### src/rtl/sd_wb_sequencer.sv
// SD controller Wishbone sequencer: runs a micro-op program from an external op ROM
// (write, read, poll, wait, jump, halt) with bus/poll timeouts, abort and error reporting.
module sd_wb_sequencer #(
    parameter int PC_W        = 5,
    parameter int BUS_TIMEOUT = 255,
    parameter int POLL_LIMIT  = 1023,
    parameter int POLL_GAP    = 15
) (
    input  logic            wb_clk_i,
    input  logic            wb_rst_ni,
    input  logic            start_i,
    input  logic [PC_W-1:0] start_pc_i,
    input  logic            abort_i,
    output logic            busy_o,
    output logic            done_o,
    output logic            err_o,
    output logic [2:0]      err_code_o,
    output logic [PC_W-1:0] pc_o,
    output logic [31:0]     rd_data_o,
    output logic            rd_valid_o,
    output logic [PC_W-1:0] op_addr_o,
    input  logic [42:0]     op_data_i,
    output logic [7:0]      sdc_wb_adr_o,
    output logic [31:0]     sdc_wb_dat_o,
    input  logic [31:0]     sdc_wb_dat_i,
    output logic [3:0]      sdc_wb_sel_o,
    output logic            sdc_wb_we_o,
    output logic            sdc_wb_cyc_o,
    output logic            sdc_wb_stb_o,
    input  logic            sdc_wb_ack_i,
    input  logic            sdc_wb_err_i
);
    localparam int PCNT_W = $clog2(POLL_LIMIT + 1);
    localparam int GAP_W  = (POLL_GAP > 1) ? $clog2(POLL_GAP + 1) : 1;

    typedef enum logic [2:0] {S_IDLE, S_FETCH, S_DECODE, S_BUS, S_WAIT, S_GAP} state_t;
    typedef enum logic [2:0] {
        OP_HALT, OP_WRITE, OP_READ, OP_POLL_SET, OP_POLL_CLR, OP_WAIT, OP_JUMP, OP_ILLEGAL
    } opcode_t;

    state_t              state_q, state_d;
    opcode_t             op_q, op_d, dec_op;
    logic [PC_W-1:0]     pc_q, pc_d;
    logic                busy_q, busy_d, done_q, done_d, err_q, err_d;
    logic [2:0]          code_q, code_d;
    logic [31:0]         rd_data_q, rd_data_d;
    logic                rd_valid_q, rd_valid_d;
    logic                cyc_q, cyc_d, stb_q, stb_d, we_q, we_d;
    logic [7:0]          adr_q, adr_d;
    logic [31:0]         dat_q, dat_d, mask_q, mask_d;
    logic [PCNT_W-1:0]   poll_cnt_q, poll_cnt_d;
    logic [7:0]          bus_cnt_q, bus_cnt_d;
    logic [GAP_W-1:0]    gap_cnt_q, gap_cnt_d;
    logic [31:0]         wait_cnt_q, wait_cnt_d;
    logic                fail, poll_hit;
    logic [2:0]          fail_code;

    assign busy_o       = busy_q;
    assign done_o       = done_q;
    assign err_o        = err_q;
    assign err_code_o   = code_q;
    assign pc_o         = pc_q;
    assign op_addr_o    = pc_q;
    assign rd_data_o    = rd_data_q;
    assign rd_valid_o   = rd_valid_q;
    assign sdc_wb_adr_o = adr_q;
    assign sdc_wb_dat_o = dat_q;
    assign sdc_wb_sel_o = 4'b1111;
    assign sdc_wb_we_o  = we_q;
    assign sdc_wb_cyc_o = cyc_q;
    assign sdc_wb_stb_o = stb_q;

    always_ff @(posedge wb_clk_i or negedge wb_rst_ni) begin
        if (!wb_rst_ni) begin
            state_q    <= S_IDLE;
            op_q       <= OP_HALT;
            pc_q       <= '0;
            busy_q     <= 1'b0;
            done_q     <= 1'b0;
            err_q      <= 1'b0;
            code_q     <= 3'd0;
            rd_data_q  <= '0;
            rd_valid_q <= 1'b0;
            cyc_q      <= 1'b0;
            stb_q      <= 1'b0;
            we_q       <= 1'b0;
            adr_q      <= '0;
            dat_q      <= '0;
            mask_q     <= '0;
            poll_cnt_q <= '0;
            bus_cnt_q  <= '0;
            gap_cnt_q  <= '0;
            wait_cnt_q <= '0;
        end else begin
            state_q    <= state_d;
            op_q       <= op_d;
            pc_q       <= pc_d;
            busy_q     <= busy_d;
            done_q     <= done_d;
            err_q      <= err_d;
            code_q     <= code_d;
            rd_data_q  <= rd_data_d;
            rd_valid_q <= rd_valid_d;
            cyc_q      <= cyc_d;
            stb_q      <= stb_d;
            we_q       <= we_d;
            adr_q      <= adr_d;
            dat_q      <= dat_d;
            mask_q     <= mask_d;
            poll_cnt_q <= poll_cnt_d;
            bus_cnt_q  <= bus_cnt_d;
            gap_cnt_q  <= gap_cnt_d;
            wait_cnt_q <= wait_cnt_d;
        end
    end

    always_comb begin
        state_d    = state_q;
        op_d       = op_q;
        pc_d       = pc_q;
        busy_d     = busy_q;
        done_d     = 1'b0;
        err_d      = err_q;
        code_d     = code_q;
        rd_data_d  = rd_data_q;
        rd_valid_d = 1'b0;
        cyc_d      = cyc_q;
        stb_d      = stb_q;
        we_d       = we_q;
        adr_d      = adr_q;
        dat_d      = dat_q;
        mask_d     = mask_q;
        poll_cnt_d = poll_cnt_q;
        bus_cnt_d  = bus_cnt_q;
        gap_cnt_d  = gap_cnt_q;
        wait_cnt_d = wait_cnt_q;
        fail       = 1'b0;
        fail_code  = 3'd0;
        dec_op     = opcode_t'(op_data_i[42:40]);
        poll_hit   = (op_q == OP_POLL_SET) ? |(sdc_wb_dat_i & mask_q)
                                           : ~|(sdc_wb_dat_i & mask_q);

        case (state_q)
            S_IDLE: begin
                if (start_i) begin
                    pc_d    = start_pc_i;
                    err_d   = 1'b0;
                    code_d  = 3'd0;
                    busy_d  = 1'b1;
                    state_d = S_FETCH;
                end
            end
            S_FETCH: state_d = S_DECODE;
            S_DECODE: begin
                poll_cnt_d = '0;
                op_d       = dec_op;
                mask_d     = op_data_i[31:0];
                case (dec_op)
                    OP_HALT: begin
                        done_d  = 1'b1;
                        busy_d  = 1'b0;
                        state_d = S_IDLE;
                    end
                    OP_WRITE, OP_READ, OP_POLL_SET, OP_POLL_CLR: begin
                        cyc_d     = 1'b1;
                        stb_d     = 1'b1;
                        we_d      = (dec_op == OP_WRITE);
                        adr_d     = op_data_i[39:32];
                        dat_d     = (dec_op == OP_WRITE) ? op_data_i[31:0] : 32'd0;
                        bus_cnt_d = '0;
                        state_d   = S_BUS;
                    end
                    OP_WAIT: begin
                        if (op_data_i[31:0] == 32'd0) begin
                            pc_d    = pc_q + 1'b1;
                            state_d = S_FETCH;
                        end else begin
                            wait_cnt_d = op_data_i[31:0];
                            state_d    = S_WAIT;
                        end
                    end
                    OP_JUMP: begin
                        pc_d    = op_data_i[PC_W-1:0];
                        state_d = S_FETCH;
                    end
                    default: begin
                        fail      = 1'b1;
                        fail_code = 3'd4;
                    end
                endcase
            end
            S_BUS: begin
                // err_i beats a simultaneous ack_i; the timeout only fires with no termination at all
                if (sdc_wb_err_i) begin
                    fail      = 1'b1;
                    fail_code = 3'd1;
                end else if (sdc_wb_ack_i) begin
                    cyc_d = 1'b0;
                    stb_d = 1'b0;
                    we_d  = 1'b0;
                    case (op_q)
                        OP_WRITE: begin
                            pc_d    = pc_q + 1'b1;
                            state_d = S_FETCH;
                        end
                        OP_READ: begin
                            rd_data_d  = sdc_wb_dat_i;
                            rd_valid_d = 1'b1;
                            pc_d       = pc_q + 1'b1;
                            state_d    = S_FETCH;
                        end
                        default: begin
                            rd_data_d = sdc_wb_dat_i;
                            if (poll_hit) begin
                                pc_d    = pc_q + 1'b1;
                                state_d = S_FETCH;
                            end else if (poll_cnt_q == PCNT_W'(POLL_LIMIT)) begin
                                fail      = 1'b1;
                                fail_code = 3'd3;
                            end else begin
                                poll_cnt_d = poll_cnt_q + 1'b1;
                                gap_cnt_d  = GAP_W'(POLL_GAP);
                                state_d    = S_GAP;
                            end
                        end
                    endcase
                end else if (bus_cnt_q == 8'(BUS_TIMEOUT - 1)) begin
                    fail      = 1'b1;
                    fail_code = 3'd2;
                end else begin
                    bus_cnt_d = bus_cnt_q + 1'b1;
                end
            end
            S_WAIT: begin
                if (wait_cnt_q <= 32'd1) begin
                    pc_d    = pc_q + 1'b1;
                    state_d = S_FETCH;
                end else begin
                    wait_cnt_d = wait_cnt_q - 1'b1;
                end
            end
            S_GAP: begin
                if (gap_cnt_q <= GAP_W'(1)) begin
                    cyc_d     = 1'b1;
                    stb_d     = 1'b1;
                    bus_cnt_d = '0;
                    state_d   = S_BUS;
                end else begin
                    gap_cnt_d = gap_cnt_q - 1'b1;
                end
            end
            default: state_d = S_IDLE;
        endcase

        // Abort overrides whatever the current state decided; the returned data is discarded
        if (state_q != S_IDLE && abort_i) begin
            fail      = 1'b1;
            fail_code = 3'd5;
            rd_data_d = rd_data_q;
        end

        if (fail) begin
            err_d      = 1'b1;
            code_d     = fail_code;
            done_d     = 1'b1;
            busy_d     = 1'b0;
            cyc_d      = 1'b0;
            stb_d      = 1'b0;
            we_d       = 1'b0;
            rd_valid_d = 1'b0;
            pc_d       = pc_q;
            state_d    = S_IDLE;
        end
    end
endmodule
### config.mk
export PLATFORM = sky130hd
export DESIGN_NAME = sd_wb_sequencer
export DESIGN_NICKNAME = d
export VERILOG_FILES = /design/src/rtl/sd_wb_sequencer.sv
export SDC_FILE = /design/constraint.sdc
export NUM_CORES = 1
export LEC_CHECK = 0
export CAP_MARGIN = 10
export CORE_UTILIZATION = 56
export DETAILED_ROUTE_END_ITERATION = 10
export PLACE_DENSITY = 0.86
export SYNTH_ARGS = -nofsm -noshare
export SYNTH_HDL_FRONTEND = slang
export SYNTH_SLANG_ARGS = --single-unit
export TNS_END_PERCENT = 30
### constraint.sdc
create_clock -name wb_clk_i -period 5.22 [get_ports wb_clk_i]
set_clock_uncertainty 0.05 [all_clocks]
set_input_delay 0.522 -clock wb_clk_i [delete_from_list [all_inputs] [get_ports wb_clk_i]]
set_output_delay 0.522 -clock wb_clk_i [all_outputs]
set_load 0.01 [all_outputs]
[Yosys cells after proc, flatten, opt, wreduce, memory -nomap -nowiden]
Index checks and enable logic that the tools add are counted.
Widths: inputs -> output; s select.
Storage, ports and cells
  register bits: 178
  bits in latches: 0
  bits in writable memories: 0
  ROM bits: 0
  output and inout port bits: 96
  logic and storage cells: 196
  memories: 0
Cells by class
  add/subtract/negate cells: 5
  multipliers: 0
  div/mod/pow operators: 0
  magnitude comparators: 2
  eq/ne operators: 43
  shift operators: 0
  mux-type cells: 91
  bitwise logic cells: 5
  reduce and logical (&&, ||, !) cells: 32
Operators by type and width (number)
  $mux 32: 4
  $pmux 32 s2: 1
  $mux 3: 17
  $mux 10: 5
  $mux 8: 5
  $mux 5: 7
  $and 32x32->32: 1
  $le 32x1->1 const B: 1
  $logic_not 32->1: 1
  $reduce_or 32->1: 1
  $sub 32x1->32 const B: 1
  $mux 1: 30
  $ne 2x2->1 const B: 14
  $mux 4: 6
  $pmux 8 s3: 1
  $ne 3x3->1 const B: 7
  $pmux 10 s2: 1
  $pmux 5 s4: 1
  $eq 3x2->1 const B: 6
  $pmux 3 s6: 1
  $eq 3x3->1 const B: 5
  $reduce_and 7->1: 2
  $pmux 3 s4: 1
  $reduce_and 6->1: 2
  33 further kinds: 57

[Logic depth before layout (Yosys ltp)]
  word-level depth: 12
  mapped depth: 11

[Worst setup path before layout]
Ideal clock, no wire load.
  path type: input-to-reg
  start: input port sdc_wb_dat_i[0]
  end: register done_q, in the netlist done_o
  setup time: 132 ps
  arrival: 2245 ps
  required time: 5038 ps
  setup slack: 2794 ps
  stages on the path: 8
  path buffers: 1
  path through: a22oi_2 -> nand4_1 -> or4_4 -> nor3_2 -> nor2_2 -> a31o_1 -> buf_6 -> o21bai_1
Between the ends
  word-level cells in the longest chain between the ends: 11
RTL lines
  start: declaration: line 25  | input logic [31:0] sdc_wb_dat_i,
  $and 32x32->32 (*): line 140, 141
  $reduce_or 32->1 (*): line 140, 141
  $logic_not 1->1: line 141  | : ~|(sdc_wb_dat_i & mask_q);
  $mux 1 (*): line 140  | poll_hit = (op_q == OP_POLL_SET) ? |(sdc_wb_dat_i & mask_q)
  $mux 1 (*): line 214  | if (poll_hit) begin
  $mux 1 (*): line 201  | case (op_q)
  $mux 1 (*): line 197  | end else if (sdc_wb_ack_i) begin
  $mux 1 (*): line 194  | if (sdc_wb_err_i) begin
  $pmux 1 s2 (*): line 143  | case (state_q)
  $mux 1 (*): line 256  | if (state_q != S_IDLE && abort_i) begin
  $mux 1 (*): line 262  | if (fail) begin
  named net done_d: line 44  | logic busy_q, busy_d, done_q, done_d, err_q, err_d;
  end signal: assignment: line 99  | done_q <= done_d;
  end: declaration: line 44
Mark *: on every way through the listed nets, which the timed path passes. The rest lies on a longest branch.
A chain may end at the register's enable or synchronous reset.

[Final worst setup path]
  start: register wait_cnt_q[20]
  end: register wait_cnt_q[29]
Between the ends
  word-level cells in the longest chain between the ends: 3
  elaborated cells between the ends (all ways): 6
  classes of those cells: add/sub (1); order compare (1); eq/ne (1); mux (2); reduce/logical (1)
RTL lines
  start: declaration: line 54  | logic [31:0] wait_cnt_q, wait_cnt_d;
  start signal: assignment: line 113  | wait_cnt_q <= wait_cnt_d;
  $sub 32x1->32 or $le 32x1->1 (tied branches): line 239, 235
  $mux 32 or $ne 2x2->1 (tied branches)
  $pmux 32 s2 or $reduce_and 4->1 (tied branches)
Parallel ways exist; a longest one is shown, timed or not. The select of a mux whose other input is x is not followed.

==> qor.txt <==
post-synthesis mux area share -> 5.763%
ys flop type -> dfrtp_1
VDD IR max -> 0.3266 mV
chip height -> 127.9 um
core area -> 15,310 sq um
placed cell area -> 10,690 sq um
Placer Congestion -> 0.9067
input/output buffers -> 177
Routed WL -> 25,190 um
CTS H-tree lvls -> 4
Avg Vias per Cell -> 6.131
register area share after synthesis -> 50.16%
PD cells -> 563.5 nW/um^2
row count -> 45
Comb power frac -> 40.6%
routed len/inst -> 19.60 um
die footprint -> 16,360 sq um
Initial Utilization -> 57.98%
Internal Power -> 3975 uW
antenna viol nets, final -> 0
complex-gate fraction of the synthesized area -> 17.61%
final hold viol count -> 0
unrepaired setup endpoints after global routing -> false
CTS tree -> yes
Avg Inst Size Synth -> 9.726 sq um
final setup TNS -> 0 ps
I/O pins -> 182
clock sink count -> 178
CTS Buf Count -> 17
Tmin final -> 3243 ps
layout cells sized above 1 -> 10.34%
setup bufs post-CTS -> 0
Max-Cap Viols -> 0
Async S/R FF share, synth -> 100.0%
static leakage -> 0.004853 uW
synth warn -> 0
pre-CTS WS -> 2096 ps
# resized after CTS -> 0
Clock Root Buffer -> clkbuf_16
synth top area cells -> dfrtp_1 (50%), nand2_1 (6.2%), mux2_2 (4.9%), a22o_1 (3.3%), nor2_1 (3.0%)
global-route wire length before repair -> 40,040 um
hpwl dp -> 17,660 um
number of global-route vias before repair -> 7,639
top-count cell post-synth -> dfrtp_1
final global-route overflow total -> 0
Tot Pwr -> 6376 uW
nets -> 1,155
Syn Inst Count -> 913
design area -> 11,310 sq um
Slew Limit Fails -> 0
Initial DRT Pass Iterations -> 5
xor/xnor cell area share of the yosys netlist -> 0.9863%
P&R area growth vs syn -> 27.42%
Adder-Cell Fraction of Synth Area -> 1.127%
commonest cells in the netlist -> dfrtp_1 (178), nand2_1 (146), nor2_1 (72)
final worst slack -> 1977 ps
hold buffer count at CTS -> 0
R2R Setup Slk -> 1980 ps
Yosys top cell by area -> dfrtp_1
Clk pwr share -> 21.2%
GRT Total Usage -> 31.82%
critical path capture point type -> flop
critical path type -> flop to flop
via count -> 7,878
outcome -> complete, no violations
Diodes inserted -> 0
post-synth top area share -> 50.16%
P_sw -> 2400 uW
crit path DAT -> 3540 ps
largest fanout on the critical path -> 46
largest net degree at the start of global routing -> 74
WP data required -> 5520 ps
final setup violation count -> 0
DRC viols -> 0
Worst-Skew Late Latency -> 440 ps
crit share post-route -> 62.12%
flops & latches, synth -> 178
Cell variety after synth -> 81
Slew headroom -> 23.58%
Netlist Area Pre-Place -> 8880 sq um
antenna violations before repair -> 0
Switching Share -> 37.65%
Simple-Gate Fraction of Synth Area -> 19.92%
clock-pin slew on the worst setup and hold paths -> 70 ps
number of DRC markers in iteration 0 -> 829
CP Launch Type -> flop
Seq pwr share -> 38.3%
Hold Path Class -> input pin to async pin
Die Width -> 127.9 um
Clock Tree Buf Depth -> 2
Tightest Pin Transition -> 1146 ps
number of synthesized flops with an enable pin -> 0
fmax -> 308.4 MHz
largest family of logic cells by synthesized area -> simple AND/OR/NAND/NOR gates
-- worst paths after layout --
kind                            depth (start not counted)              to            from
max in group asynchronous                               2    rd_data_o[5]       wb_rst_ni
worst max-delay path                                    7  wait_cnt_q[29]  wait_cnt_q[20]
min in group wb_clk_i                                   1           err_o           err_o
worst min-delay path                                    1    bus_cnt_q[3]       wb_rst_ni
worst min register to register                          1           err_o           err_o
worst max register to register                          7  wait_cnt_q[29]  wait_cnt_q[20]
-- layer usage --
metal,global-route usage [%],up-vias,routed length (um)
met3,7.012,81,1794
met5,0,-,0
met4,12.94,0,986
met2,51.92,370,12400
li1,-,3582,-
met1,41.32,3845,10010
-- state kept, by name (all words and copies together) (netlist names), 4 cells and up --
signal and cells:
bus_cnt_q 8, sdc_wb_adr_o 8, gap_cnt_q 4, op_addr_o 5, wait_cnt_q 32, poll_cnt_q 10, mask_q 32, sdc_wb_dat_o 32
rd_data_o 32
-- cell type report --
| cell class | count | area (sq um) |
|---|---|---|
| inverters | 20 | 75.07 |
| well taps | 211 | 264.0 |
| repair buffers | 185 | 1833 |
| flip-flops and latches | 178 | 4454 |
| fillers | 1099 | 4000 |
| clock buffers | 17 | 425.4 |
| clock inverters | 15 | 202.7 |
| multi-input cells | 659 | 4060 |
-- cell usage in the layout, fill, tap and decap left out, drive strengths merged, types with 20 or more instances in the layout --
master	count
inv	29
nand2	147
nor4	22
a22o	34
nand4	20
nor2	73
a22oi	22
a21oi	45
mux2	41
o21ai	69
clkdlybuf4s50	176
nand3	24
nor3	24
dfrtp	178
-- worst max-delay path: stages, from the launching register on --
cell and delay [ps]:
dfrtp_1 410, nor4_1 510, nor2b_1 450, nand4_1 290
and2_4 250, o21ai_4 780, o21ai_0 250, o21ai_0 150
-- cells by family (layout without fill, tap and decap cells) --
logic type	Yosys count	count (layout)
AND/OR/NAND/NOR	361	361
AO/OA/AOI/OAI	230	230
flip-flops	178	178
buffers and inverters	79	237
multiplexers	46	46
XOR/XNOR	10	10
adder cells (fa/ha/maj)	8	8
other	1	4
-- through the flow --
stage	utilization (%)	hold slack [ps]	instances
detailed placement	69.78	414.6	1253
global placement	69.78	411.7	1253
floorplan	-	176.4	916
finish	73.88	47.90	1285
global route	73.88	99.75	1285
CTS	73.88	73.26	1285
-- power groups by stage --
| stage | sequential (uW) | combinational (uW) | clock (uW) |
|---|---|---|---|
| after floorplan | 2440 | 1430 | 0 |
| after global placement | 2410 | 2480 | 0 |
| after detailed placement | 2440 | 2560 | 0 |
| after CTS | 2430 | 2580 | 1360 |
| after global routing | 2500 | 2810 | 1420 |
| final | 2440 | 2590 | 1350 |
No activity file was read; power rests on OpenSTA's default activity.
